$ cat src/rtl/instmem_loader.sv
// Streams header + payload configuration words into instmem_pe write strobes.
// Optional payload parity checking is enabled by defining INSTLOADER_PARITY_EN.
module instmem_loader #(
  parameter int WRITE_AWIDTH   = 6,
  parameter int WRITE_DWIDTH   = 64,
  parameter int DEPTH          = 64,
  parameter int SLOTS_PER_WORD = 3
) (
  input  logic                    Clk,
  input  logic                    Reset,
  input  logic                    exec_en,
  input  logic                    cfg_valid,
  input  logic [WRITE_DWIDTH-1:0] cfg_data,
  output logic                    cfg_ready,
  output logic                    Write_En,
  output logic [WRITE_AWIDTH-1:0] Write_Addr,
  output logic [WRITE_DWIDTH-1:0] In_Inst,
  output logic                    busy,
  output logic                    load_done,
  output logic                    load_err
);

  localparam int BW = WRITE_AWIDTH + 3;

  typedef enum logic [1:0] {IDLE, LOAD, DRAIN, DONE} state_t;

  state_t                  state;
  logic [WRITE_AWIDTH-1:0] next_addr;
  logic [6:0]              cnt;
  logic [6:0]              idx;

  logic [7:0]              hdr_magic;
  logic [WRITE_AWIDTH-1:0] hdr_base;
  logic [6:0]              hdr_count;
  logic [BW-1:0]           end_slot;
  logic                    hdr_fits;
  logic                    par_ok;
  logic                    last_word;

  assign hdr_magic = cfg_data[WRITE_DWIDTH-1 -: 8];
  assign hdr_base  = cfg_data[8 +: WRITE_AWIDTH];
  assign hdr_count = cfg_data[6:0];

  // Bound check is done wide enough that base + 3*count can never wrap.
  assign end_slot  = BW'(hdr_base) + BW'(hdr_count) * BW'(SLOTS_PER_WORD);
  assign hdr_fits  = (end_slot <= BW'(DEPTH));
  assign last_word = (idx == cnt - 7'd1);

`ifdef INSTLOADER_PARITY_EN
  assign par_ok = ~^cfg_data;
`else
  assign par_ok = 1'b1;
`endif

  assign cfg_ready = Reset && !exec_en && (state != DONE);
  assign busy      = (state != IDLE);

  always_ff @(posedge Clk or negedge Reset) begin
    if (!Reset) begin
      state      <= IDLE;
      next_addr  <= '0;
      cnt        <= '0;
      idx        <= '0;
      Write_En   <= 1'b0;
      Write_Addr <= '0;
      In_Inst    <= '0;
      load_done  <= 1'b0;
      load_err   <= 1'b0;
    end else begin
      Write_En  <= 1'b0;
      load_done <= 1'b0;
      if (!exec_en) begin
        case (state)
          IDLE: begin
            if (cfg_valid) begin
              if (hdr_magic != 8'hA5) begin
                load_err <= 1'b1;
              end else if (hdr_count == 7'd0) begin
                load_err <= 1'b0;
                state    <= DONE;
              end else if (hdr_fits) begin
                load_err  <= 1'b0;
                next_addr <= hdr_base;
                cnt       <= hdr_count;
                idx       <= '0;
                state     <= LOAD;
              end else begin
                load_err <= 1'b1;
                cnt      <= hdr_count;
                idx      <= '0;
                state    <= DRAIN;
              end
            end
          end
          LOAD: begin
            if (cfg_valid) begin
              // A parity-failed word still consumes its address slot.
              if (par_ok) begin
                Write_En   <= 1'b1;
                Write_Addr <= next_addr;
                In_Inst    <= cfg_data;
              end else begin
                load_err <= 1'b1;
              end
              next_addr <= next_addr + WRITE_AWIDTH'(SLOTS_PER_WORD);
              idx       <= idx + 7'd1;
              if (last_word) state <= DONE;
            end
          end
          DRAIN: begin
            if (cfg_valid) begin
              idx <= idx + 7'd1;
              if (last_word) state <= DONE;
            end
          end
          DONE: begin
            // Registered pulse lands one cycle after the final write.
            load_done <= 1'b1;
            state     <= IDLE;
          end
          default: state <= IDLE;
        endcase
      end
    end
  end

endmodule

$ cat config.mk
export PLATFORM = sky130hd
export DESIGN_NAME = instmem_loader
export DESIGN_NICKNAME = d
export VERILOG_FILES = /design/src/rtl/instmem_loader.sv
export SDC_FILE = /design/constraint.sdc
export NUM_CORES = 1
export LEC_CHECK = 0
export BUFFER_PORTS_ARGS = -buffer_cell sky130_fd_sc_hd__buf_2
export CAP_MARGIN = 0
export CORE_ASPECT_RATIO = 0.7
export CORE_MARGIN = 3
export CORE_UTILIZATION = 47
export DETAILED_ROUTE_END_ITERATION = 10
export PLACE_DENSITY = 0.77
export RECOVER_POWER = 100
export SETUP_SLACK_MARGIN = 0.1
export SKIP_LAST_GASP = 1
export SYNTH_ARGS = -nofsm -noshare
export SYNTH_HDL_FRONTEND = slang
export SYNTH_SLANG_ARGS = --single-unit
$ cat constraint.sdc
create_clock -name Clk -period 2.2 [get_ports Clk]
set_clock_uncertainty 0.05 [all_clocks]
set_input_delay 0.22 -clock Clk [delete_from_list [all_inputs] [get_ports Clk]]
set_output_delay 0.22 -clock Clk [all_outputs]
set_load 0.01 [all_outputs]
==> metrics.md <==
| Metric | Value |
|---|---|
| Total Power Consumption | 7.61 mW |
| Top cells by count, synth | dfrtp_1, mux2_2, nand2_1 |
| Chip height | 90.1 um |
| GPL Wtd Cong | 0.857 |
| Antenna diodes | 0 |
| Avg WL per Cell | 17.2 um |
| Required @ worst endpoint | 2410 ps |
| Combinational fraction of design power | 0.415 |
| EDFF count, synth | 0 |
| Final Hold Fails | 0 |
| CTS Root Cell | clkbuf_16 |
| Die area | 0.0114 sq mm |
| Starting Density | 0.486 |
| Synthesized Nets | 494 |
| Static Leak | 2.92 nW |
| Nets@finish | 682 |
| Largest net degree at the start of global routing | 46 |
| Dpl hpwl | 9190 um |
| CP endpoint kind | register |
| Synth Instances | 401 |
| Initial antenna violation count | 0 |
| Clk_lat worst skew | 340 ps |
| RSZ-0062 raised after global routing | yes |
| Top-count cell post-synth | dfrtp_1 |
| Final ANT Viol Nets | 0 |
| Register share of total power | 0.389 |
| First-pass GRT wire length | 19400 um |
| # Max-Cap Violations | 0 |
| Min Clock Period, post-route | 2600 ps |
| CORE AREA | 0.00976 sq mm |
| Synth area leader | dfrtp_1 |
| Final period utilization | 1.18 |
| Internal Pwr Total | 4.71 mW |
| Fmax | 385 MHz |
| Reg area | 0.00238 sq mm |
| Crit path DAT | 2810 ps |
| Relative slew slack | 0.346 |
| Clk pwr share | 0.197 |
| Register bit total from synthesis | 95 |
| Outcome | finished with violations |
| Violated checks | setup timing |
| Sum Neg Setup Slack | -6120 ps |
| Die width | 126 um |
| Main flop type after synthesis | dfrtp_1 |
| GRT Overall Usage | 0.211 |
| Mean Syn Cell Area | 11.8 sq um |
| Max stage delay on crit path | 570 ps |
| Rows | 30 |
| Post-synth top area share | 0.501 |
| Num CTS Buffers | 9 |
| Clock Sinks | 95 |
| Ratio of cells with drive above 1 in the final layout | 0.379 |
| DRT Pass-1 Iters | 4 |
| Clock Pin Slew Worst Setup and Hold Paths | 70 ps |
| Worst setup margin | -399 ps |
| Yosys warning count | 0 |
| Tightest Pin Transition | 981 ps |
| Area grow syn2layout | 31.6% |
| Crit Path Category | in2reg |
| Number of remaining DRC errors | 0 |
| Startpoint Class | input port |
| Worst VDD drop | 0.438 mV |
| Multi-input gate area | 0.00232 sq mm |
| PortBufs | 142 |
| Boundary Pins | 143 |
| H-tree Lvls | 3 |
| Post-synth cell types | 49 |
| Final setup viols | 52 |
| Initial DRC Count | 211 |
| Cell Chain, Critical Path | buf_8, fa_1, ha_1, a211oi_2, or4b_4, o2111ai_4, o31ai_4, buf_6, a22oi_4, o21ai_1, a211oi_2 |
| Post-route design area | 0.00624 sq mm |
| Crit Path Max Fanout | 7 |
| Fillers | 791 |
| PD cells | 1220 mW/mm^2 |
| Slew Limit Fails | 0 |
| Psw | 2.90 mW |
| HP Class | in2reg |
| Vias per inst | 5.31 |
| Top cell by count, worst path | a211oi_2 |
| Ys async rst share | 1.00 |
| Overflow after GRT | 0 |
| CTS tree | built |
| Via count | 3837 |
| Syn Std Cell Area | 0.00474 sq mm |
| Sequential-to-total area share from yosys stat | 0.501 |
| Area after DPL | 0.00596 sq mm |
| Crit-path slowest cell | or4b_4 |
| WL final | 12400 um |
| Top post-synthesis cells by area | dfrtp_1, mux2_2, ha_1 |
| Vias in the first global route | 3876 |
| CTS max path bufs | 2 |
| Net Sw Frac | 0.381 |
-- cell families after synthesis --
family,Yosys count,share of synthesized area
AO/OA/AOI/OAI,74,0.110
XOR/XNOR,9,0.0166
adder cells (fa/ha/maj),25,0.0754
buffers and inverters,39,0.0309
flip-flops,95,0.501
multiplexers,72,0.169
AND/OR/NAND/NOR,87,0.0968
-- final cells by class --
type,instances,share of cell area
inverters,24,0.0144
clock inverters,7,0.0100
well taps,128,0.0256
clock buffers,9,0.0361
repair buffers,192,0.161
flip-flops and latches,95,0.381
multi-input cells,267,0.372
-- sequential cells by signal, indices dropped and copies added (netlist names) --
signal and flops:
load_err 1, In_Inst 64, cnt 7, state 2
Write_En 1, load_done 1, next_addr 6, idx 7
Write_Addr 6
-- stage by stage --
stage | std cells | setup WS, ps | hold slack, ps | util
6_report | 722 | -399 | 40.2 | 0.640
5_1_grt | 722 | -501 | 40.1 | 0.640
4_1_cts | 722 | -336 | 25.4 | 0.647
3_5_place_dp | 705 | -788 | 110 | 0.611
3_3_place_gp | 705 | -679 | 104 | 0.611
2_1_floorplan | 401 | -589 | -126 | -
-- worst max-delay path, delay by kind of cell --
kind                       cells  cell delay [ps]
and+or+nand+nor                1              570
AOI/OAI and AO/OA              6              940
buffers and inverters          2              250
adders and majority gates      2              830
-- cells in the final DEF, fill, tap and decap left out, types with 7 or more instances in the layout --
cell type  synthesis  routed
a21oi_1           10       7
buf_2              0      64
buf_4              0      39
clkbuf_1          15      77
clkbuf_16          0       9
dfrtp_1           95      95
ha_1              19      18
inv_1             24      23
mux2_2            66      65
nand2_1           33      33
nand3_1            8       8
nor2_1            11      11
o21ai_0           25      24
-- power groups by stage --
stage	clock (mW)	combinational (mW)	sequential, mW
4_1_cts	1.53	3.31	2.92
6_report	1.50	3.15	2.96
2_1_floorplan	0	1.53	3.23
5_1_grt	1.61	3.44	3.05
3_3_place_gp	0	3.12	2.88
3_5_place_dp	0	3.25	2.94
-- per-layer routing --
layer	track usage	vias up	share of wire
met5	0	-	0
met4	0.0518	0	0.011
met3	0.0475	13	0.059
met2	0.357	135	0.49
met1	0.277	1884	0.44
li1	-	1805	-
-- repair_timing --
action                                 4_1_cts  5_1_grt
gates resized for setup                     15       13
setup endpoints to repair                    9        9
endpoints found under the hold margin       25        0
pin swaps                                   11        5
hold buffers                                 1        0
buffers inserted                             0        0
-- worst paths after layout --
path                        startpoint            end  slack, ps  cells past startpoint
hold / removal                 exec_en      load_done         40                      2
min in group asynchronous        Reset  Write_Addr[5]        290                      2
setup reg to reg                cnt[0]       state[0]       -160                      8
hold reg to reg             In_Inst[0]     In_Inst[0]        440                      2
max in group asynchronous        Reset    In_Inst[52]        560                      3
setup / recovery           cfg_data[1]   next_addr[5]       -400                     11
(Power assumes the default switching activity.)
